`config.mk`:
```
export PLATFORM = sky130hd
export DESIGN_NAME = ll_page_allocator
export DESIGN_NICKNAME = d
export VERILOG_FILES = /design/src/rtl/ll_page_allocator.sv
export SDC_FILE = /design/constraint.sdc
export NUM_CORES = 2
export LEC_CHECK = 0
export ABC_AREA = 1
export CORE_MARGIN = 3
export CORE_UTILIZATION = 55
export CTS_BUF_LIST = sky130_fd_sc_hd__clkbuf_4 sky130_fd_sc_hd__clkbuf_8
export CTS_CLUSTER_DIAMETER = 80
export DETAILED_ROUTE_END_ITERATION = 10
export PLACE_DENSITY = 0.71
export SLEW_MARGIN = 10
export SYNTH_ARGS = -nofsm -noshare
export SYNTH_HDL_FRONTEND = slang
export SYNTH_SLANG_ARGS = --single-unit
```
`constraint.sdc`:
```
create_clock -name clk -period 16.9 [get_ports clk]
set_input_delay 1.69 -clock clk [delete_from_list [all_inputs] [get_ports clk]]
set_output_delay 1.69 -clock clk [all_outputs]
set_load 0.02 [all_outputs]
```
`src/rtl/ll_page_allocator.sv`:
```
// Link-list page allocator: hands out free page numbers to requesting sources
// and takes freed pages back from sinks through a circular free-list RAM.
module ll_page_allocator #(
   parameter int lpsz    = 8,
   parameter int pages   = 256,
   parameter int sources = 4,
   parameter int sinks   = 4
) (
   input  logic                  clk,
   input  logic                  reset,
   input  logic [sources-1:0]    pgreq,
   output logic [sources-1:0]    pgack,
   output logic [sources-1:0]    lprq_srdy,
   input  logic [sources-1:0]    lprq_drdy,
   output logic [lpsz-1:0]       lprq_page,
   input  logic [sinks-1:0]      lprt_srdy,
   output logic [sinks-1:0]      lprt_drdy,
   input  logic [sinks*lpsz-1:0] lprt_page_list,
   output logic [lpsz:0]         free_count
);

   // Handshakes: a word moves on a clock edge where srdy and drdy are both high
   // for the same lane; srdy and its data hold steady until that edge.
   localparam int sw = (sources > 1) ? $clog2(sources) : 1;
   localparam int kw = (sinks > 1) ? $clog2(sinks) : 1;
   localparam logic [lpsz:0]      full      = (lpsz+1)'(pages);
   localparam logic [lpsz:0]      full_m1   = (lpsz+1)'(pages - 1);
   localparam logic [lpsz-1:0]    last_addr = lpsz'(pages - 1);
   localparam logic [sources-1:0] src_one   = sources'(1);

   typedef enum logic {INIT, RUN} state_t;

   state_t             state;
   logic [lpsz-1:0]    mem [pages];
   logic [lpsz-1:0]    rd_ptr;
   logic [lpsz-1:0]    wr_ptr;
   logic [sources-1:0] pending;
   logic [sw-1:0]      src_ptr;
   logic [kw-1:0]      sink_ptr;

   logic               src_found;
   logic [sw-1:0]      src_sel;
   logic [sw-1:0]      src_idx;
   logic               sink_found;
   logic [kw-1:0]      sink_sel;
   logic [kw-1:0]      sink_idx;
   logic               alloc;
   logic               push;
   logic               take;
   logic [lpsz-1:0]    reclaim_page;
   logic               mem_we;
   logic [lpsz-1:0]    mem_wd;

   function automatic logic [lpsz-1:0] bump(input logic [lpsz-1:0] p);
      return (p == last_addr) ? '0 : p + 1'b1;
   endfunction

   always_comb begin
      src_found = 1'b0;
      src_sel   = '0;
      src_idx   = '0;
      for (int j = 0; j < sources; j++) begin
         src_idx = sw'((int'(src_ptr) + j) % sources);
         if (!src_found && pending[src_idx]) begin
            src_found = 1'b1;
            src_sel   = src_idx;
         end
      end
   end

   // Reclaim grant is combinational so a sink can transfer in the cycle it asks.
   always_comb begin
      sink_found = 1'b0;
      sink_sel   = '0;
      sink_idx   = '0;
      lprt_drdy  = '0;
      if (state == RUN && free_count < full) begin
         for (int j = 0; j < sinks; j++) begin
            sink_idx = kw'((int'(sink_ptr) + j) % sinks);
            if (!sink_found && lprt_srdy[sink_idx]) begin
               sink_found = 1'b1;
               sink_sel   = sink_idx;
            end
         end
      end
      if (sink_found) lprt_drdy[sink_sel] = 1'b1;
   end

   assign alloc        = (state == RUN) && (lprq_srdy == '0) && (free_count != '0) && src_found;
   assign push         = |(lprt_srdy & lprt_drdy);
   assign take         = |(lprq_srdy & lprq_drdy);
   assign reclaim_page = lprt_page_list[int'(sink_sel)*lpsz +: lpsz];
   assign mem_we       = (state == INIT) || push;
   assign mem_wd       = (state == INIT) ? wr_ptr : reclaim_page;

   always_ff @(posedge clk) begin
      if (mem_we) mem[wr_ptr] <= mem_wd;
   end

   always_ff @(posedge clk) begin
      if (reset) begin
         state      <= INIT;
         pgack      <= '0;
         lprq_srdy  <= '0;
         lprq_page  <= '0;
         free_count <= '0;
         pending    <= '0;
         src_ptr    <= '0;
         sink_ptr   <= '0;
         rd_ptr     <= '0;
         wr_ptr     <= '0;
      end else begin
         // A request from a source that already has one in flight is dropped.
         pgack   <= pgreq & ~pending;
         pending <= (pending | pgreq) & ~(lprq_srdy & lprq_drdy);
         case (state)
            INIT: begin
               wr_ptr     <= bump(wr_ptr);
               free_count <= free_count + 1'b1;
               if (free_count == full_m1) state <= RUN;
            end
            RUN: begin
               if (take) lprq_srdy <= '0;
               if (alloc) begin
                  lprq_srdy <= src_one << src_sel;
                  lprq_page <= mem[rd_ptr];
                  rd_ptr    <= bump(rd_ptr);
                  src_ptr   <= sw'((int'(src_sel) + 1) % sources);
               end
               if (push) begin
                  wr_ptr   <= bump(wr_ptr);
                  sink_ptr <= kw'((int'(sink_sel) + 1) % sinks);
               end
               case ({alloc, push})
                  2'b10:   free_count <= free_count - 1'b1;
                  2'b01:   free_count <= free_count + 1'b1;
                  default: free_count <= free_count;
               endcase
            end
            default: state <= INIT;
         endcase
      end
   end

endmodule

```
==> summary.md <==
| Metric | Value |
|---|---|
| Status | finished, final reports clean |
| Yosys top cell area share | between 70 and 80% |
| Post-DR wirelength/cell | 25.4 µm |
| WP data required | roughly 18 ns |
| FMAX | 152 MHz |
| CTS tree | yes |
| Clock Root Buffer | clkbuf_8 |
| P_sw | 2080 µW |
| Number of synthesized flops with an enable pin | 2,048 |
| Clock Latency Late Sink | 1.05 ns |
| Die X | 399 µm |
| Synthesized cell area | 85,100 µm² |
| Worst-path fanout max | 64 |
| Dpl cells | 8,702 |
| Power Density | 108 nW/µm² |
| Reg power frac | 56.5% |
| Clk buf depth | 4 |
| Synth-to-layout area growth | 9.75% |
| Clock Sinks | 2,098 |
| Routability cong. | 0.923 |
| Initial DRC count | 8,377 |
| Pin count of the biggest net entering global routing | 241 |
| Syn Inst Count | 7,008 |
| # setup viols final | 0 |
| Critical-path cell list | clkdlybuf4s50_1, nand2_1, o21ai_1, o21ai_1, nand3_2, nand2_1, inv_1, nand2_1, o21ai_0, o21ai_0, nand2_1, nand2_4, buf_4, buf_4, buf_4 |
| Fin crit share | 39.0% |
| Worst R2R End | mem[40][5]$_DFFE_PP_ |
| Clk_skew | 0.0775 ns |
| Post-DRT Antenna Nets | 0 |
| Switch share | approximately a fifth |
| DP HPWL | around 130 mm |
| Initial antenna violation count | 6 |
| Most common cell in the synthesized netlist | edfxtp_1 |
| # resized after CTS | 0 |
| Max_cap viols | 0 |
| Mapped Nets | between 7,000 and 8,000 |
| Routed WL | between 200 and 250 mm |
| Drc violations | 0 |
| Initial core utilization | 55.7% |
| Via density | 6.23 |
| DIE AREA | 160,000 µm² |
| Core Rows | 143 |
| Worst Setup Start Kind | input pin |
| FF-to-FF setup slack | 10.86 ns |
| Global-route wire length before repair | 347 mm |
| Cell leakage power | 0.0308 µW |
| Number of global-route vias before repair | 55,902 |
| Largest stage delay, worst path | a little over 0.8 ns |
| CP max stage cell | buf_4 |
| Remaining Overflow, GRT | 0 |
| Register-to-Register Path Depth | 13 |
| Layout cells sized above 1 | under 10% |
| Unique cell type count in the Yosys netlist | 43 |
| Hold_ws | 0.454 ns |
| Hold Path Sink | pgack[3]$_SDFF_PP0_ |
| Reg2reg start | state$_SDFF_PP0_ |
| CTS clock-pin slew for the worst setup and hold paths | 0.06 ns |
| Yosys warning count | 0 |
| Final max-slew violation count | 0 |
| P_int | approximately 8000 µW |
| Fin nets | 7,069 |
| Drt pass-1 iters | 8 |
| Ys flop type | edfxtp_1 |
| VDD IR max | 0.0883 mV |
| Hold Startpoint | pending[3]$_SDFF_PP0_ |
| Hold crit path type | reg -> reg |
| Yosys top cell by area | edfxtp_1 |
| # port buffers | 74 |
| Final hold vios | 0 |
| Gr usage total | around 29% |
| Hold_buf cts | 0 |
| H-tree levels | 5 |
| Critical Path AT | 7.24 ns |
| Setup TNS | 0 ns |
| Clock power frac | 41.9% |
| Period minus WS final | between 6 and 7 ns |
| Comb pwr share | 1.6% |
| Pwr Total | 10,100 µW |
| Worst slew pin tran | 1.23 ns |
| Rel. slew slack | 18.0% |
| Die height | 399 µm |
| Final Non-Filler Cells | 9,278 |
| Syn_area_per_cell | 12.1 µm² |
| Seq/Total Area, Yosys | between 70% and 80% |
| Num CTS Buffers | 333 |
| RSZ-0062 raised after global routing | false |
| Post-synth top cells | edfxtp_1, nor2_1, o21ai_0 |
| Async SR Flop Fraction | 0% |
| Type of the worst setup path | in -> reg |
| CP endpoint kind | flop |
| Top post-synthesis cells by area | edfxtp_1, nor2_1, o21ai_0 |
| Ports | 75 |
| Fillers | 11,759 |
| Core area | 153,000 µm² |
| Post-CTS Setup Bufs | 0 |
| Vias | 57,821 |
| FF+latch count, synth | 2,098 |
| WHS Path Cells | 1 |
| Crit path top cell by count | nand2_1 |
worst max-delay path, delay by kind of cell:
kind / cells / cell delay [ns]
buf+inv: 5 / 2.86
simple gates: 6 / 1.81
compound gates: 4 / 0.74
routing by layer:
layer	GRT usage, %	share of wire, %	vias to the layer above
li1	-	-	25374
met1	39.5	38	28055
met2	44.8	46	3765
met3	8.48	12	627
met4	12.3	4.0	0
met5	0	0	-
state kept, by name (all words and copies together) (netlist names):
register / flops
src_ptr: 2
rd_ptr: 8
sink_ptr: 2
pending: 4
lprq_page: 8
wr_ptr: 8
state: 1
free_count: 9
pgack: 4
lprq_srdy: 4
mem: 2048
cells by family after synthesis:
logic type / count (synthesis) / share of synthesized area (%)
xor gates and xnor gates: 16 / 0.165
and+or+nand+nor: 2563 / 11.9
adders and majority gates: 16 / 0.235
muxes: 4 / 0.0470
DFF: 2098 / 73.4
buffers and inverters: 620 / 3.12
AOI/OAI and AO/OA: 1691 / 11.1
through the flow:
step	worst slack (ns)	utilization, %	area [µm²]
CTS	10.37	61.1	93400
detailed placement	9.37	57.0	87100
global route	9.78	61.1	93400
finish	10.31	61.1	93400
floorplan	10.05	-	85100
global placement	9.36	57.0	87100
layout by cell type, fill, tap and decap left out, types with 10 or more instances in the layout:
cell             netlist  final
o21ai_1               11     11
nand4_1               12     12
buf_12                 0     10
inv_1                127    125
clkinvlp_4             0     10
clkdlybuf4s50_1        0     74
nand3_1              319    319
ha_1                  16     16
clkinv_2               1     43
buf_4                 29     62
nand2_2               12     12
o211ai_1             254    254
nor2_1              1644   1642
edfxtp_1            2048   2048
clkbuf_8               0    347
nor3_1                11     11
clkinv_1               4     73
xor2_1                14     14
dfxtp_1               50     46
clkbuf_4               0     88
a21oi_1              120    120
o21ai_0             1069   1069
nand2_1              545    537
bufinv_16              0     12
o22ai_1              219    219
how the worst max path moves through the flow:
stage	startpoint	endpoint	slack, ns	cells past startpoint
floorplan	lprt_srdy[3]	mem[0][0]$_DFFE_PP_	10.05	14
global placement	lprt_srdy[1]	mem[15][5]$_DFFE_PP_	9.36	17
detailed placement	lprt_srdy[1]	mem[15][5]$_DFFE_PP_	9.37	15
CTS	lprt_srdy[1]	lprt_drdy[3]	10.37	13
global route	lprt_srdy[0]	mem[13][5]$_DFFE_PP_	9.78	15
finish	lprt_srdy[1]	mem[40][5]$_DFFE_PP_	10.31	15
cell type report:
class	instances	area (µm²)	area share (%)
flip-flops and latches	2098	62500	66.9
multi-input cells	4290	20000	21.5
clock buffers	435	5440	5.82
well taps	2030	2540	2.72
repair buffers	146	1410	1.51
clock inverters	136	926	0.991
inverters	138	544	0.583
diodes	5	12.5	0.0134
power by group through the flow:
stage               Sequential, µW  Combinational [µW]  Clock, µW
CTS                           5690                 156       4240
detailed placement            5800                 155          0
global route                  5690                 166       4480
floorplan                     5810                61.2          0
finish                        5690                 159       4220
global placement              5800                 156          0
(Power assumes the default switching activity.)
